### config.mk
export PLATFORM = sky130hd
export DESIGN_NAME = tick_scheduler
export DESIGN_NICKNAME = d
export VERILOG_FILES = /design/src/rtl/tick_pkg.sv /design/src/rtl/tick_prescaler.sv /design/src/rtl/tick_scheduler.sv
export SDC_FILE = /design/constraint.sdc
export NUM_CORES = 1
export LEC_CHECK = 0
export CAP_MARGIN = 20
export CORE_UTILIZATION = 45
export CTS_CLUSTER_DIAMETER = 30
export CTS_CLUSTER_SIZE = 8
export DETAILED_ROUTE_END_ITERATION = 7
export HOLD_SLACK_MARGIN = 0.12
export PLACE_DENSITY = 0.68
export SLEW_MARGIN = 5
export SYNTH_ARGS = -nofsm -noshare
export SYNTH_HDL_FRONTEND = slang
export SYNTH_SLANG_ARGS = --single-unit
export TNS_END_PERCENT = 30
### constraint.sdc
create_clock -name clk -period 8.4 [get_ports clk]
set_input_delay 2.1 -clock clk [delete_from_list [all_inputs] [get_ports clk]]
set_output_delay 2.1 -clock clk [all_outputs]
set_load 0.02 [all_outputs]
### src/rtl/tick_pkg.sv
// Shared types and constants for the tick scheduler.
package tick_pkg;

    localparam int unsigned CPU_CLOCK = 27_000_000;

    // Widest channel index and period the pending slot can hold.
    localparam int unsigned MAX_CH_W = 3;
    localparam int unsigned MAX_PW   = 32;

    typedef enum logic {
        StIdle,
        StRun
    } ch_state_e;

    typedef struct packed {
        logic [MAX_CH_W-1:0] ch;
        logic [MAX_PW-1:0]   period;
        logic                oneshot;
        logic                enable;
    } cfg_t;

endpackage

### src/rtl/tick_prescaler.sv
// Shared prescaler: base_tick is high for one cycle in every CLK_HZ/TICK_HZ.
module tick_prescaler
    import tick_pkg::*;
#(
    parameter int unsigned CLK_HZ  = CPU_CLOCK,
    parameter int unsigned TICK_HZ = 1_000
) (
    input  logic clk,
    input  logic rst_n,
    output logic base_tick
);

    localparam int unsigned PRESC = CLK_HZ / TICK_HZ;
    localparam int unsigned CW    = (PRESC > 1) ? $clog2(PRESC) : 1;

    if (PRESC < 2) begin : g_bad_presc
        $error("tick_prescaler: CLK_HZ/TICK_HZ must be at least 2");
    end

    logic [CW-1:0] cnt_q, cnt_d;

    assign base_tick = (cnt_q == CW'(PRESC - 1));

    // Count 0..PRESC-1 and wrap.
    always_comb begin
        cnt_d = cnt_q + 1'b1;
        if (base_tick) begin
            cnt_d = '0;
        end
    end

    // Prescaler counter register.
    always_ff @(posedge clk or negedge rst_n) begin
        if (!rst_n) begin
            cnt_q <= '0;
        end else begin
            cnt_q <= cnt_d;
        end
    end

endmodule

### src/rtl/tick_scheduler.sv
// Multi-channel periodic/one-shot tick generator sharing one prescaler.
// A single pending configuration slot is applied on the next base tick.
module tick_scheduler
    import tick_pkg::*;
#(
    parameter int unsigned CLK_HZ  = CPU_CLOCK,
    parameter int unsigned TICK_HZ = 1_000,
    parameter int unsigned NCH     = 4,
    parameter int unsigned PW      = 16,
    localparam int unsigned CHW    = (NCH > 1) ? $clog2(NCH) : 1
) (
    input  logic           clk,
    input  logic           rst_n,
    input  logic           cfg_valid,
    output logic           cfg_ready,
    input  logic [CHW-1:0] cfg_ch,
    input  logic [PW-1:0]  cfg_period,
    input  logic           cfg_oneshot,
    input  logic           cfg_enable,
    output logic [NCH-1:0] tick_out,
    output logic [NCH-1:0] toggle_out,
    output logic [NCH-1:0] busy
);

    if (NCH < 1 || NCH > 8) begin : g_bad_nch
        $error("tick_scheduler: NCH must be in 1..8");
    end
    if (PW < 1 || PW > MAX_PW) begin : g_bad_pw
        $error("tick_scheduler: PW out of range");
    end

    logic base_tick;

    tick_prescaler #(
        .CLK_HZ  (CLK_HZ),
        .TICK_HZ (TICK_HZ)
    ) u_presc (
        .clk       (clk),
        .rst_n     (rst_n),
        .base_tick (base_tick)
    );

    cfg_t pend_q, pend_d;
    logic pend_valid_q, pend_valid_d;
    logic apply;

    assign cfg_ready = ~pend_valid_q;
    assign apply     = base_tick & pend_valid_q;

    // Upper period bits of the slot exist only for the widest configuration.
    logic unused_pend_bits;
    assign unused_pend_bits = ^pend_q.period;

    // Pending slot: capture on handshake, release on the applying base tick.
    always_comb begin
        pend_d       = pend_q;
        pend_valid_d = pend_valid_q;
        if (apply) begin
            pend_valid_d = 1'b0;
        end else if (cfg_valid && cfg_ready) begin
            pend_valid_d   = 1'b1;
            pend_d.ch      = MAX_CH_W'(cfg_ch);
            pend_d.period  = MAX_PW'(cfg_period);
            pend_d.oneshot = cfg_oneshot;
            pend_d.enable  = cfg_enable;
        end
    end

    // Pending slot registers.
    always_ff @(posedge clk or negedge rst_n) begin
        if (!rst_n) begin
            pend_q       <= '0;
            pend_valid_q <= 1'b0;
        end else begin
            pend_q       <= pend_d;
            pend_valid_q <= pend_valid_d;
        end
    end

    for (genvar i = 0; i < NCH; i++) begin : g_ch
        ch_state_e     state_q, state_d;
        logic [PW-1:0] count_q, count_d;
        logic [PW-1:0] period_q, period_d;
        logic          oneshot_q, oneshot_d;
        logic          tick_q, tick_d;
        logic          toggle_q, toggle_d;
        logic          apply_ch;
        logic [PW-1:0] new_period;

        assign apply_ch   = apply && (pend_q.ch == MAX_CH_W'(i));
        assign new_period = pend_q.period[PW-1:0];

        // Channel next state: an apply overrides any expiry on the same tick.
        always_comb begin
            state_d   = state_q;
            count_d   = count_q;
            period_d  = period_q;
            oneshot_d = oneshot_q;
            tick_d    = 1'b0;
            toggle_d  = toggle_q;
            if (apply_ch) begin
                if (pend_q.enable && (new_period != '0)) begin
                    state_d   = StRun;
                    count_d   = new_period - 1'b1;
                    period_d  = new_period;
                    oneshot_d = pend_q.oneshot;
                end else begin
                    state_d = StIdle;
                end
            end else if (base_tick && (state_q == StRun)) begin
                if (count_q == '0) begin
                    tick_d   = 1'b1;
                    toggle_d = ~toggle_q;
                    if (oneshot_q) begin
                        state_d = StIdle;
                    end else begin
                        count_d = period_q - 1'b1;
                    end
                end else begin
                    count_d = count_q - 1'b1;
                end
            end
        end

        // Channel state registers.
        always_ff @(posedge clk or negedge rst_n) begin
            if (!rst_n) begin
                state_q   <= StIdle;
                count_q   <= '0;
                period_q  <= '0;
                oneshot_q <= 1'b0;
                tick_q    <= 1'b0;
                toggle_q  <= 1'b0;
            end else begin
                state_q   <= state_d;
                count_q   <= count_d;
                period_q  <= period_d;
                oneshot_q <= oneshot_d;
                tick_q    <= tick_d;
                toggle_q  <= toggle_d;
            end
        end

        assign tick_out[i]   = tick_q;
        assign toggle_out[i] = toggle_q;
        assign busy[i]       = (state_q == StRun);
    end

endmodule

==> impl_metrics.toml, run 1 <==
[critical_path]
r2r-start = "g_ch[1].count_q[11]$_DFFE_PN0P_"
timing.critical_path.arrival_ns = 4.65
reg2regPathDepth = 10
worstPathCellList = "nor4_1 > and2_0 > and2_0 > a21oi_1 > ha_1 > nand3b_1 > a31oi_1 > and4_1 > o31ai_1 > a22oi_1"
cp-end-kind = "flip-flop"
cp_num_buf_inv = 0
cp.depth = 10
cpMostUsedCell = "and2_0"
cp_top_family = "simple AND/OR/NAND/NOR gates"
reg2reg_slack_ns = 4.07
cp.required_ns = 8.71
start_kind = "flip-flop"
path_max_fanout = 23
max_stage_delay_ns = 0.92
worstSetupPathType = "reg -> reg"
cp_slowest_cell = "and2_0"
r2r-end = "g_ch[1].count_q[10]$_DFFE_PN0P_"

[sta]
hold_ws_ns = 0.465
hold_viol = 0
final_max_slew_viol_count = 0
min_period_ns = 4.33
min_period_over_period = 0.516
max_slew_margin = 0.207
rsz0062_at_grt = "no"
setup_tns_ns = 0
max_freq_mhz = 231
skew_ns = 0.0137
finalSetupViolCount = 0
tightest_slew_ns = 1.18

[drt]
drcViolationCount = 0
viasPerCell = 6.39
finalWirelength_um = 32700
drt_first_iter_violations = 1039
wl_per_cell_um = 20.6
antenna_left = 0
firstDrtPassIters = 6
vias = 10115

[synthesis]
synthArstFlopShare = 1.00
synth_edf_count = 0
netlist_area_um2 = 10900
yosys.area_share.simple = 0.253
synth_top_family_by_area = "simple AND/OR/NAND/NOR gates"
yosysMostFrequentCell = "nand2_1"
yosys.area.top_type_share = 0.412
synth_area_leader_cell = "dfrtp_1"
synth_fp_nets = 1297
synth_area_leaders = "dfrtp_1 (41%), nand2_1 (6.8%), mux2_2 (4.8%)"
yosysWarnings = 0
synth.avg_cell_area_um2 = 8.63
synth_common_cells = "nand2_1 (198), dfrtp_1 (180), nor2_1 (106)"
synthCells = 1268
synth_top_flop_cell = "dfrtp_1"
seq_area_frac_synth = 0.412
synth_compound_area_frac = 0.192
synth.distinct_cells = 80
ys_ff_latch = 180
muxShareOfSynthArea = 0.0548
synth_xor_area_frac = 0.0408
synthAdderAreaFrac = 0.00686

[finish]
drive_gt1_frac = 0.0925
multiInputGateArea_um2 = 6000
regArea_um2 = 4500
area_growth_pct = 9.97
diodes = 0
fill_cells = 2217
fin_nets = 1281

[floorplan]
io_pins = 36
dieArea_um2 = 24900
core_um2 = 23700
start_util = 0.462
die_w_um = 158
die_h_um = 158
rows = 56

[clock_network]
clockRootBuffer = "clkbuf_16"
insertion_delay_ns = 0.45
cts_resized = 0
cts_hold_buf = 0
numCtsBuffers = 17
cts_sinks = 180
cts_max_level = 4
post_cts_buffers = 0
clockBufferDepth = 2
cts_tree = "built"
clk_pin_slew_ns = 0.08

[status]
status = "complete, no violations"

[power]
p_leak_nw = 5.54
p_per_area_nw_per_um2 = 178
peakVddDrop_v = 0.000173

[global_route]
grt_pass1_vias = 9100
gr-total-overflow = 0
grt_max_degree = 102
grt_pass1_wl_um = 51400
antenna_found_initial = 0
grt_usage = 0.270

[job]
maxCapViolCount = 0

[worst_hold_path]
whs_path_depth = 1
min_to = "g_ch[3].toggle_q$_DFFE_PN0P_"
hold_class = "reg -> reg"
worstHoldStart = "g_ch[3].toggle_q$_DFFE_PN0P_"

[placement]
place.gp.congestion = 0.932
dp_hpwl_um = 21700
numPortBuffers = 35
## cells in the final DEF (no fill, tap or decap), drive strengths merged, types with 7 or more instances in the layout
cell,n
and3,21
nor2,107
mux2i,7
and2,10
a311oi,11
o31ai,10
a211o,7
o22ai,12
buf,13
nor3,46
a211oi,20
mux2,47
inv,26
xnor2,16
nor4,20
xor2,35
dfrtp,180
clkdlybuf4s50,34
or4,11
a31oi,35
nand2,199
o21ai,63
clkbuf,18
nand4,23
or3,22
a21oi,68
nand3,60
o211ai,10
or2,8
nand3b,8
## cell families (layout without fill, tap and decap cells)
logic type | after synthesis | count (layout)
compound gates | 311 | 311
xor+xnor | 51 | 51
fa+ha+maj | 6 | 6
buf+inv | 100 | 97
flops | 180 | 180
mux | 54 | 54
simple gates | 566 | 566
## report_power, final
part           internal [mW]  switching [mW]  total (mW)
logic                 0.0779           0.216       0.294
registers              0.901           0.147        1.05
clock network          0.399           0.405       0.804
total                   1.38           0.768        2.15
## through the flow
| step | total power [mW] | setup WS [ns] | instance area, um2 | cells | util |
|---|---|---|---|---|---|
| after CTS | 2.14 | 4.24 | 12000 | 1582 | 0.506 |
| after global placement | 1.34 | 4.30 | 11400 | 1550 | 0.482 |
| after floorplan | 1.12 | 5.11 | 10900 | 1268 | - |
| final | 2.15 | 4.07 | 12000 | 1584 | 0.508 |
| after global routing | 2.20 | 3.84 | 12000 | 1584 | 0.508 |
| after detailed placement | 1.34 | 4.22 | 11400 | 1550 | 0.482 |
## state kept, by name, indices dropped and copies added (netlist names), 15 cells and up
| name | flops |
|---|---|
| g_ch.count_q | 64 |
| g_ch.period_q | 64 |
| g_ch.new_period | 16 |
| u_presc.cnt_q | 15 |
## routing by layer
| metal | vias up | part of all wire | wire [um] | GRT usage |
|---|---|---|---|---|
| li1 | 4634 | - | - | - |
| met1 | 4944 | 0.44 | 14500 | 0.380 |
| met2 | 468 | 0.45 | 14800 | 0.420 |
| met3 | 69 | 0.079 | 2600 | 0.0460 |
| met4 | 0 | 0.027 | 896 | 0.0906 |
| met5 | - | 0 | 0 | 0 |
## how the worst max path moves through the flow
| stage | start | endpoint |
|---|---|---|
| after CTS | g_ch[1].count_q[11]$_DFFE_PN0P_ | g_ch[1].count_q[10]$_DFFE_PN0P_ |
| final | g_ch[1].count_q[11]$_DFFE_PN0P_ | g_ch[1].count_q[10]$_DFFE_PN0P_ |
| after global placement | g_ch[1].count_q[1]$_DFFE_PN0P_ | g_ch[1].count_q[10]$_DFFE_PN0P_ |
| after detailed placement | g_ch[1].count_q[1]$_DFFE_PN0P_ | g_ch[1].count_q[10]$_DFFE_PN0P_ |
| after floorplan | g_ch[3].count_q[11]$_DFFE_PN0P_ | g_ch[3].count_q[4]$_DFFE_PN0P_ |
| after global routing | g_ch[1].count_q[11]$_DFFE_PN0P_ | g_ch[1].count_q[10]$_DFFE_PN0P_ |
## final cells by class
class | instances | share of cell area
Sequential cell | 180 | 0.374
Multi-Input combinational cell | 988 | 0.499
Timing Repair Buffer | 48 | 0.0392
Clock buffer | 17 | 0.0354
Inverter | 17 | 0.00530
Tap cell | 319 | 0.0332
Clock inverter | 15 | 0.0134
Note: power is estimated with default switching activity, not from simulation.
==> inputs of run 2 (changes only) <==
==> constraint.sdc (replaced) <==
create_clock -name clk -period 4.2 [get_ports clk]
set_input_delay 1.05 -clock clk [delete_from_list [all_inputs] [get_ports clk]]
set_output_delay 1.05 -clock clk [all_outputs]
set_load 0.02 [all_outputs]
==> run 2 against run 1 <==
Against the previous run: final area is 2.0% higher; global-route usage increased by 0.96 points; clock skew down 0.0013 ns; highest routed layer unchanged; maximum frequency is 21% higher; sequential power increased by 87%; core utilization up 1.0 points; sequential cell count unchanged; register-to-register slack worse by 3.4 ns.
==> impl_metrics.toml, run 2 (synthesis gave the netlist of run 1 again) <==
[critical_path]
reg2regPathDepth = 7
start_kind = "flip-flop"
r2r-start = "u_presc.cnt_q[10]$_DFF_PN0_"
cp-end-kind = "flip-flop"
timing.critical_path.arrival_ns = 3.90
r2r-end = "g_ch[0].count_q[14]$_DFFE_PN0P_"
path_max_fanout = 16
cp.required_ns = 4.53
worstSetupPathType = "reg -> reg"
reg2reg_slack_ns = 0.62

[worst_hold_path]
min_to = "g_ch[3].toggle_q$_DFFE_PN0P_"
worstHoldStart = "g_ch[3].toggle_q$_DFFE_PN0P_"
whs_path_depth = 1
hold_class = "reg -> reg"

[drt]
viasPerCell = 6.33
antenna_left = 0
drcViolationCount = 0
wl_met1_um = 14700
firstDrtPassIters = 5
met3_length_um = 2510
vias = 10237
top_layer = "met4"
wl_per_cell_um = 20.7
finalWirelength_um = 33400
dr_wl_met2_um = 14900
drt_first_iter_violations = 1169

[global_route]
grt_usage = 0.280
grt_max_degree = 82
grt_pass1_vias = 9452
grt_pass1_wl_um = 52900
antenna_found_initial = 0
gr-total-overflow = 0

[clock_network]
cts_tree = "built"
cts_resized = 0
cts_max_level = 4
clockBufferDepth = 2
clockRootBuffer = "clkbuf_16"
numCtsBuffers = 17
clk_pin_slew_ns = 0.07
insertion_delay_ns = 0.44
cts_hold_buf = 0
cts_sinks = 180
post_cts_buffers = 0

[floorplan]
die_h_um = 158
dieArea_um2 = 24900
core_um2 = 23700
die_w_um = 158
rows = 56
start_util = 0.462
io_pins = 36

[finish]
area_growth_pct = 12.1
layout_common_cells = "nand2_1 (198), dfrtp_1 (180), nor2_1 (106)"
fin_nets = 1313
final_common_cell = "nand2_1"
drive_gt1_frac = 0.115
final_cell_count_no_fill = 1616
diodes = 0
fill_cells = 2272

[placement]
place.gp.congestion = 0.923
dp_cells = 1583
numPortBuffers = 35
dp_hpwl_um = 23100

[sta]
min_period_ns = 3.58
setup_tns_ns = 0
finalSetupViolCount = 0
final_max_slew_viol_count = 0
hold_ws_ns = 0.466
tightest_slew_ns = 1.13
hold_viol = 0
max_slew_margin = 0.242
rsz0062_at_grt = "no"
skew_ns = 0.0124
min_period_over_period = 0.851
max_freq_mhz = 280

[power]
p_per_area_nw_per_um2 = 357
peakVddDrop_v = 0.000283
p_leak_nw = 5.69

[status]
status = "complete, no violations"

[job]
maxCapViolCount = 0
## run 2: worst max path at each step
| stage | start | to | slack [ns] | depth (start not counted) |
|---|---|---|---|---|
| 2_1_floorplan | g_ch[3].count_q[11]$_DFFE_PN0P_ | g_ch[3].count_q[4]$_DFFE_PN0P_ | 0.91 | 12 |
| 3_3_place_gp | u_presc.cnt_q[10]$_DFF_PN0_ | g_ch[0].count_q[14]$_DFFE_PN0P_ | 0.74 | 7 |
| 3_5_place_dp | u_presc.cnt_q[10]$_DFF_PN0_ | g_ch[0].count_q[14]$_DFFE_PN0P_ | 0.68 | 7 |
| 4_1_cts | u_presc.cnt_q[10]$_DFF_PN0_ | g_ch[0].count_q[14]$_DFFE_PN0P_ | 0.66 | 7 |
| 5_1_grt | g_ch[2].count_q[1]$_DFFE_PN0P_ | g_ch[2].count_q[10]$_DFFE_PN0P_ | 0.41 | 10 |
| 6_report | u_presc.cnt_q[10]$_DFF_PN0_ | g_ch[0].count_q[14]$_DFFE_PN0P_ | 0.62 | 7 |
## run 2: critical path, stage by stage (launching register included)
cell and delay (ns):
dfrtp_1 0.42, or4b_1 0.56, or4_1 0.81, buf_4 0.30
a311oi_2 0.51, nor2_2 0.30, a211o_1 0.34, or2_1 0.21
## run 2: through the flow
step	util	total power, mW	instance area (um2)	setup WS [ns]
final	0.518	4.38	12300	0.624
after global routing	0.518	4.49	12300	0.409
after CTS	0.518	4.38	12300	0.659
after detailed placement	0.493	2.77	11700	0.676
after global placement	0.493	2.77	11700	0.743
after floorplan	-	2.24	10900	0.911
## run 2: cell type report
type / instances / area [um2] / share of cell area
Inverter: 17 / 63.8 / 0.00520
Clock inverter: 15 / 166 / 0.0136
Multi-Input combinational cell: 988 / 6000 / 0.489
Timing Repair Buffer: 80 / 704 / 0.0574
Clock buffer: 17 / 425 / 0.0347
Sequential cell: 180 / 4500 / 0.367
Tap cell: 319 / 399 / 0.0325
## run 2: routing by layer
layer  global-route usage  vias to the layer above
met5                    0                        -
met2                0.427                      457
met1                0.389                     4995
li1                     -                     4700
met4                0.131                        0
met3               0.0430                       85
## run 2: report_power, final
| group | switching (mW) | total (mW) | leakage, nW | internal (mW) |
|---|---|---|---|---|
| clock | 0.765 | 1.61 | 0.288 | 0.846 |
| sequential | 0.160 | 1.96 | 2.45 | 1.80 |
| combinational | 0.586 | 0.805 | 2.95 | 0.219 |
| total | 1.51 | 4.38 | 5.69 | 2.87 |
